### config.mk
export PLATFORM = sky130hd
export DESIGN_NAME = vram_writer
export DESIGN_NICKNAME = d
export VERILOG_FILES = /design/src/rtl/vdp_pkg.sv /design/src/rtl/vram_wr_fifo.sv /design/src/rtl/vram_writer.sv
export SDC_FILE = /design/constraint.sdc
export NUM_CORES = 1
export LEC_CHECK = 0
export BUFFER_PORTS_ARGS = -buffer_cell sky130_fd_sc_hd__buf_4
export CORE_MARGIN = 2
export CORE_UTILIZATION = 30
export DETAILED_ROUTE_END_ITERATION = 8
export PLACE_DENSITY_LB_ADDON = 0.1
export SETUP_SLACK_MARGIN = 0.05
export SLEW_MARGIN = 20
export SYNTH_ARGS = -nofsm -noshare
export SYNTH_HDL_FRONTEND = slang
export SYNTH_SLANG_ARGS = --single-unit
### constraint.sdc
create_clock -name clk -period 3.6 [get_ports clk]
set_input_delay 0.18 -clock clk [delete_from_list [all_inputs] [get_ports clk]]
set_output_delay 0.18 -clock clk [all_outputs]
set_load 0.05 [all_outputs]
### src/rtl/vdp_pkg.sv
// Shared constants for the VDP CPU-side VRAM write port:
// register offsets, STATUS bit positions and drain FSM states.
package vdp_pkg;

  localparam logic [1:0] REG_ADDR_LO = 2'd0;
  localparam logic [1:0] REG_ADDR_HI = 2'd1;
  localparam logic [1:0] REG_DATA    = 2'd2;
  localparam logic [1:0] REG_STATUS  = 2'd3;

  localparam int STAT_FULL  = 0;
  localparam int STAT_EMPTY = 1;
  localparam int STAT_BUSY  = 2;
  localparam int STAT_OVF   = 3;

  typedef enum logic [0:0] {
    ST_IDLE  = 1'b0,
    ST_WRITE = 1'b1
  } wr_state_e;

endpackage

### src/rtl/vram_wr_fifo.sv
// Synchronous FIFO holding queued {addr,data} VRAM writes.
// Head word is visible on dout whenever the FIFO is non-empty.
module vram_wr_fifo #(
  parameter int WIDTH = 24,
  parameter int DEPTH = 8,
  localparam int AW   = $clog2(DEPTH)
) (
  input  logic             clk,
  input  logic             reset,
  input  logic             push,
  input  logic             pop,
  input  logic [WIDTH-1:0] din,
  output logic [WIDTH-1:0] dout,
  output logic             full,
  output logic             empty,
  output logic [AW:0]      count
);

  logic [WIDTH-1:0] mem [DEPTH];
  logic [AW-1:0]    wr_ptr;
  logic [AW-1:0]    rd_ptr;
  logic             push_ok;
  logic             pop_ok;

  assign full    = (count == (AW+1)'(DEPTH));
  assign empty   = (count == '0);
  assign push_ok = push & ~full;
  assign pop_ok  = pop & ~empty;
  assign dout    = mem[rd_ptr];

  always_ff @(posedge clk) begin
    if (push_ok) mem[wr_ptr] <= din;
  end

  always_ff @(posedge clk or posedge reset) begin
    if (reset) begin
      wr_ptr <= '0;
      rd_ptr <= '0;
      count  <= '0;
    end else begin
      if (push_ok) wr_ptr <= wr_ptr + 1'b1;
      if (pop_ok)  rd_ptr <= rd_ptr + 1'b1;
      unique case ({push_ok, pop_ok})
        2'b10:   count <= count + 1'b1;
        2'b01:   count <= count - 1'b1;
        default: count <= count;
      endcase
    end
  end

endmodule

### src/rtl/vram_writer.sv
// CPU register port queuing VRAM writes, drained in arbiter-granted slots.
// Define VRAM_WRITER_IRQ_EN to add the irq output.
module vram_writer
  import vdp_pkg::*;
#(
  parameter int ADDR_W     = 16,
  parameter int DATA_W     = 8,
  parameter int FIFO_DEPTH = 8
) (
  input  logic              clk,
  input  logic              reset,
  input  logic              cpu_cs,
  input  logic              cpu_we,
  input  logic [1:0]        cpu_rs,
  input  logic [DATA_W-1:0] cpu_din,
  output logic [DATA_W-1:0] cpu_dout,
  input  logic              vram_gnt,
  output logic [ADDR_W-1:0] vram_addr,
  output logic [DATA_W-1:0] vram_wdata,
`ifdef VRAM_WRITER_IRQ_EN
  output logic              irq,
`endif
  output logic              vram_we
);

  localparam int CW = $clog2(FIFO_DEPTH) + 1;

  logic [ADDR_W-1:0]        ptr;
  logic                     overflow;
  wr_state_e                state;
  logic [ADDR_W+DATA_W-1:0] head;
  logic                     full;
  logic                     empty;
  logic [CW-1:0]            count;
  logic                     wr_acc;
  logic                     rd_acc;
  logic                     push;
  logic                     pop;
  logic                     ovf_set;
  logic                     stat_rd;
  logic                     busy;
  logic [7:0]               status;

  assign wr_acc  = cpu_cs & cpu_we;
  assign rd_acc  = cpu_cs & ~cpu_we;
  assign push    = wr_acc & (cpu_rs == REG_DATA) & ~full;
  assign ovf_set = wr_acc & (cpu_rs == REG_DATA) & full;
  assign stat_rd = rd_acc & (cpu_rs == REG_STATUS);
  assign pop     = vram_gnt & ~empty;
  assign vram_we = (state == ST_WRITE);
  assign busy    = ~empty | vram_we;

  always_comb begin
    status            = '0;
    status[STAT_FULL]  = full;
    status[STAT_EMPTY] = empty;
    status[STAT_BUSY]  = busy;
    status[STAT_OVF]   = overflow;
  end

  vram_wr_fifo #(
    .WIDTH (ADDR_W + DATA_W),
    .DEPTH (FIFO_DEPTH)
  ) u_fifo (
    .clk   (clk),
    .reset (reset),
    .push  (push),
    .pop   (pop),
    .din   ({ptr, cpu_din}),
    .dout  (head),
    .full  (full),
    .empty (empty),
    .count (count)
  );

  always_ff @(posedge clk or posedge reset) begin
    if (reset) begin
      ptr      <= '0;
      overflow <= 1'b0;
      cpu_dout <= '0;
    end else begin
      if (wr_acc) begin
        unique case (cpu_rs)
          REG_ADDR_LO: ptr[7:0]  <= cpu_din[7:0];
          REG_ADDR_HI: ptr[15:8] <= cpu_din[7:0];
          REG_DATA:    if (!full) ptr <= ptr + 1'b1;
          default:     ;
        endcase
      end
      if (rd_acc) begin
        unique case (cpu_rs)
          REG_ADDR_LO: cpu_dout <= DATA_W'(ptr[7:0]);
          REG_ADDR_HI: cpu_dout <= DATA_W'(ptr[15:8]);
          REG_DATA:    cpu_dout <= '0;
          default:     cpu_dout <= DATA_W'(status);
        endcase
      end
      if (ovf_set)      overflow <= 1'b1;
      else if (stat_rd) overflow <= 1'b0;
    end
  end

  // One pop per granted cycle; vram_we is the registered WRITE state.
  always_ff @(posedge clk or posedge reset) begin
    if (reset) begin
      state      <= ST_IDLE;
      vram_addr  <= '0;
      vram_wdata <= '0;
    end else begin
      state <= pop ? ST_WRITE : ST_IDLE;
      if (pop) begin
        vram_addr  <= head[ADDR_W+DATA_W-1:DATA_W];
        vram_wdata <= head[DATA_W-1:0];
      end
    end
  end

`ifdef VRAM_WRITER_IRQ_EN
  logic drained;

  assign drained = pop & ~push & (count == CW'(1));

  always_ff @(posedge clk or posedge reset) begin
    if (reset)                   irq <= 1'b0;
    else if (drained || ovf_set) irq <= 1'b1;
    else if (stat_rd)            irq <= 1'b0;
  end
`endif

endmodule

== Word level (Yosys, flattened, before mapping) ==
Memories as Yosys holds them, arrays and structs flattened. A register that Yosys moved wholly into a read port is not among the register bits.
Cells that the tools add are included.

* Register bits: 36
* RAM bits: 192
* Bits of input ports: 15
* Output and inout port bits: 33
* Word-level logic and storage cells: 52
* Memories: 1

{| class="wikitable"
|+ Memory list
! memory !! depth !! width !! rd ports !! clocked after memory_dff !! write ports !! line !! RTL
|-
| u_fifo.mem || 8 || 24 || 1 || 1 || 1 || vram_wr_fifo.sv:19 || <nowiki>logic [WIDTH-1:0] mem [DEPTH];</nowiki>
|}

* Add/subtract/negate cells: 5
* Equality and inequality tests: 7
* Multiplexer cells: 10
* Bitwise operators: 13
* Reduce and logical (&&, ||, !) cells: 8

{| class="wikitable"
|+ Operator list
! operator !! number
|-
| one-hot mux 8 bit (2 select lines) || 2
|-
| one-hot mux 8 bit (3 select lines) || 1
|-
| adder 16 x 1 -> 16 bit (second input constant) || 1
|-
| 2-to-1 mux 16 bit || 1
|-
| bitwise AND 1 bit || 9
|-
| one-hot mux 4 bit (2 select lines) || 1
|-
| nonzero test 2 bit || 4
|-
| adder 3 x 1 -> 3 bit (second input constant) || 2
|-
| == test 2 bit (second input constant) || 3
|-
| AND reduction 3 bit || 2
|-
| 2-to-1 mux 1 bit || 5
|-
| adder 4 x 1 -> 4 bit (second input constant) || 1
|-
| == test 2 x 1 -> 1 bit (second input constant) || 2
|-
| == test 4 bit (second input constant) || 1
|-
| zero test 4 bit || 1
|-
| subtractor 4 x 1 -> 4 bit (second input constant) || 1
|-
| inverter 1 bit || 3
|-
| zero test 2 bit || 1
|-
| != test 2 bit (second input constant) || 1
|-
| bitwise OR 1 bit || 1
|}

== Longest topological paths before layout ==
* Word-level depth: 6
* Depth in mapped cells: 12
* Depth with buffers taken out: 10

== Hierarchy ==
From an unflattened synthesis, not the netlist that was laid out.

* Cells, all modules: 579
* Area total of the unflattened synthesis: 10395.0 µm²

{| class="wikitable"
|+ Modules (own cells, without submodules)
! module !! times used !! cells each !! area an instance (µm²)
|-
| vram_wr_fifo || 1 || 346 || 7903.8
|-
| vram_writer || 1 || 233 || 2491.1
|}

== Worst setup path after synthesis ==
No wires, ideal clock.

* Path kind: input port to flip-flop
* From: in cpu_rs[0]
* To: mem u_fifo.mem[4][0] (enable)
* Setup time: 0.475 ns
* Data arrival time: 3.554 ns
* Required time: 3.125 ns
* Path slack: -0.429 ns
* Stages on the path: 5
* Buffers on the path: 1
* Cell sequence: clkbuf_1 -> nand4b_1 -> nor2_2 -> inv_1 -> nor4b_1

* Cells in the longest elaborated chain, start to end: 6

{| class="wikitable"
|+ Ends and longest elaborated chain
! item !! line !! RTL
|-
| from (decl) || vram_writer.sv:14 || <nowiki>input logic [1:0] cpu_rs,</nowiki>
|-
| == test 2 bit || vram_writer.sv:46 || <nowiki>assign push = wr_acc & (cpu_rs == REG_DATA) & ~full;</nowiki>
|-
| bitwise AND 1 bit (2 in series) || vram_writer.sv:46 ||
|-
| bitwise AND 1 bit || vram_wr_fifo.sv:27 || <nowiki>assign push_ok = push & ~full;</nowiki>
|-
| 2-to-1 mux 1 bit || vram_wr_fifo.sv:32 || <nowiki>if (push_ok) mem[wr_ptr] <= din;</nowiki>
|-
| 2-to-1 mux 1 bit (implied by the code) || vram_wr_fifo.sv:32 ||
|-
| to (decl) || vram_wr_fifo.sv:19 ||
|}

No other way between the ends.

== Final worst setup path ==
* From: reg u_fifo.count[1]
* To: reg u_fifo.count[2]

* Cells in the longest elaborated chain, start to end: 6
* Elaborated cells on any way between the ends: 14

{| class="wikitable"
|+ Ends and longest elaborated chain
! item !! line !! RTL
|-
| from (decl) || vram_wr_fifo.sv:16 || <nowiki>output logic [AW:0] count</nowiki>
|-
| from (signal assigned) || vram_wr_fifo.sv:44 || <nowiki>2'b10: count <= count + 1'b1;</nowiki>
|-
| from (signal assigned) || vram_wr_fifo.sv:45 || <nowiki>2'b01: count <= count - 1'b1;</nowiki>
|-
| from (signal assigned) || vram_wr_fifo.sv:46 || <nowiki>default: count <= count;</nowiki>
|-
| == test 4 bit / zero test 4 bit (equally long branches) || vram_wr_fifo.sv:25, vram_wr_fifo.sv:26 ||
|-
| inverter 1 bit (on tied branches) || - ||
|-
| bitwise AND 1 bit (on tied branches) || vram_writer.sv:46, vram_writer.sv:49 ||
|-
| bitwise AND 1 bit (on tied branches) || vram_wr_fifo.sv:27, vram_wr_fifo.sv:28 ||
|-
| == test 2 x 1 -> 1 bit / == test 2 bit (equally long branches) || vram_wr_fifo.sv:43 || <nowiki>unique case ({push_ok, pop_ok})</nowiki>
|-
| one-hot mux 4 bit (2 select lines) / nonzero test 2 bit (equally long branches) || - ||
|}

Parallel ways exist; a longest one is shown, timed or not.
A chain may end at the register's enable or synchronous reset.

==> reports/results.tsv <==
metric	value	unit
leading cell types in the layout, fill and taps excluded	192 x edfxtp_1, 60 x buf_4, 58 x dfrtp_1	
worst min path class	input port to flip-flop	
critical path fanouts, max	9	
Period minus WS final	2.867	ns
Routed WL per cell	21.16	µm
Top FF cell, synth	edfxtp_1	
Avg Vias per Cell	4.785	
nets	687	
clk root buf	clkbuf_16	
area leader, netlist	edfxtp_1	
CTS tree	built	
crit path capture type	flip-flop	
worst skew pair latency	0.54	ns
Die Span Y	188.0	µm
Die ar.	35350	µm²
WP data arrival	3.27	ns
maximum clock rate	348.8	MHz
post-synth top area share	0.5676	
Initial Util	0.3037	
Ys Warns	0	
CP peak stage delay	0.61	ns
largest net degree at the start of global routing	51	
Cell Area, Synth	10160	µm²
commonest non-fill, non-tap cell in the layout	edfxtp_1	
CP Cell Sequence	nor4b_4 -> nor2_2 -> inv_1 -> ha_1 -> xor2_1 -> ha_1 -> a21oi_1 -> xor2_1 -> nor2_1 -> xor2_1	
final antenna-violating net count	0	
Async SR Flop Fraction	0.2381	
Final Cell Area	12200	µm²
area grow syn2layout	20.13	%
maximum capacitance violations	0	
diodes inserted	0	
number of DRC markers in iteration 0	403	
FP Rows	67	
setup TNS	0	ns
most used cell along the critical path	xor2_1	
Critical Path RT	4.01	ns
startpoint types	flip-flop	
status	finished, final reports clean	
P per Cell Area	778.5	nW/µm²
total CTS buffers	29	
Leakage	4.254	nW
critical path's slowest cell	nor4b_4	
Mapped Cells	591	
total clock sinks	252	
clock slew at reported path FFs	0.05	ns
GRT overflow	0	
Net Count, Synth	612	
post-synthesis register bit count	252	
final setup fails	0	
Slew headroom	0.3826	
number of distinct library cells after synthesis	56	
Slew Limit Fails	0	
Final Hold Vio Count	0	
Multi-input gate area	2775	µm²
Crit Path Class	flip-flop to flip-flop	
Final period util	0.7963	
register area share after synthesis	0.7154	
DPL Wire Length	14410	µm
I/O pins	48	
Global Route Usage Sum	0.1391	
core area	33450	µm²
# fillers	3155	
initial antenna violation count	0	
vias post-DR	5441	
die width	188.0	µm
PortBufs	47	
Detailed Route WL	24060	µm
measured slew at the worst slew-check pin	0.9245	ns
VDD IR max	0.3593	mV
Util after Layout	0.3648	
drt drc	0	
Clock Tree Buf Depth	3	
RSZ-0062 raised after global routing	no	
Max Clock Skew	0.01678	ns
TritonRoute pass-1 iters	4	
syn_area_per_cell	17.19	µm²
H-tree depth	1	
ranking of synthesized cells by area	edfxtp_1 57%, dfrtp_1 15%, mux4_2 11%	
reg-to-reg slack, setup	0.73	ns
vias in the first global route	5747	
Reg area	7272	µm²
GP Congestion	0.7873	
number of synthesized flops with an enable pin	192	
layout cell share with drive strength beyond 1	0.2554	
first-pass GRT wire length	36950	µm
dpl cell area	11170	µm²
state kept, by name (all words and copies together) (netlist names):
signal	cells
vram_wdata	8
u_fifo.rd_ptr	3
ptr	16
overflow	1
vram_addr	16
u_fifo.mem	192
u_fifo.wr_ptr	3
vram_we	1
u_fifo.count	4
cpu_dout	8
report_power, final:
part | internal, mW | total (mW) | switching (mW)
logic | 1.11 | 2.52 | 1.41
registers | 3.56 | 4.14 | 0.585
clock network | 1.70 | 2.84 | 1.13
total | 6.37 | 9.50 | 3.13
repair_timing:
action / 4_1_cts / 5_1_grt
setup buffers: 0 / 0
gates resized for setup: 0 / 0
hold buffers: 11 / 0
endpoints found under the hold margin: 82 / 0
final cells by class:
type                       instances  area share
tap                              448     0.04593
sequential                       252      0.5959
clock inverter                    12    0.009023
multi-input combinational        300      0.2274
clock buffer                      42     0.06675
inverter                           8    0.002461
timing repair buffer              75     0.05250
metal layers:
metal / vias up / global-route usage / wire length (µm)
met1: 2808 / 0.1879 / 10940
met2: 111 / 0.2363 / 11830
met3: 33 / 0.01909 / 836
li1: 2489 / - / -
met5: - / 0 / 0
met4: 0 / 0.03634 / 460
synthesized netlist by cell type (8+ instances only):
master,instances
mux4_2,48
buf_2,12
edfxtp_1,192
a21oi_1,21
inv_1,8
nand2_1,47
dfrtp_1,60
mux2i_1,28
clkbuf_1,8
o21ai_0,42
nor2_1,14
cell families after synthesis:
logic type / synth area share
AO/OA/AOI/OAI: 0.05912
adder cells (fa/ha/maj): 0.007390
AND/OR/NAND/NOR: 0.05247
flip-flops: 0.7154
multiplexers: 0.1395
buffers and inverters: 0.01835
XOR/XNOR: 0.007759
critical path, delay by kind of cell, from the launching register on:
| family | cells | cell delay (ns) |
|---|---|---|
| compound gates | 1 | 0.14 |
| buf+inv | 1 | 0.33 |
| simple gates | 3 | 0.83 |
| fa+ha+maj | 2 | 0.53 |
| flops | 1 | 0.48 |
| xor+xnor | 3 | 0.42 |
final timing paths:
check	startpoint	end	depth (start not counted)
worst max-delay path	u_fifo.count[1]$_DFFE_PP0P_	u_fifo.count[2]$_DFFE_PP0P_	10
worst min-delay path	cpu_cs	ptr[6]$_DFFE_PP0P_	4
worst max register to register	u_fifo.count[1]$_DFFE_PP0P_	u_fifo.count[2]$_DFFE_PP0P_	10
worst min register to register	vram_wdata[2]$_DFFE_PP0P_	vram_wdata[2]$_DFFE_PP0P_	2
max in group asynchronous	reset	u_fifo.rd_ptr[0]$_DFFE_PP0P_	4
min in group asynchronous	reset	vram_addr[6]$_DFFE_PP0P_	3
stage by stage:
stage	hold WS [ns]	cells	setup WS, ns	power, mW
final	0.05584	1137	0.7332	9.500
after global routing	0.06695	1137	0.5065	10.00
after CTS	0.02854	1137	0.7271	9.679
after detailed placement	0.2561	1072	0.7567	6.786
after global placement	0.2545	1072	0.8139	6.751
after floorplan	0.2789	591	0.3560	5.887
Power figures use the tool's default switching activity.
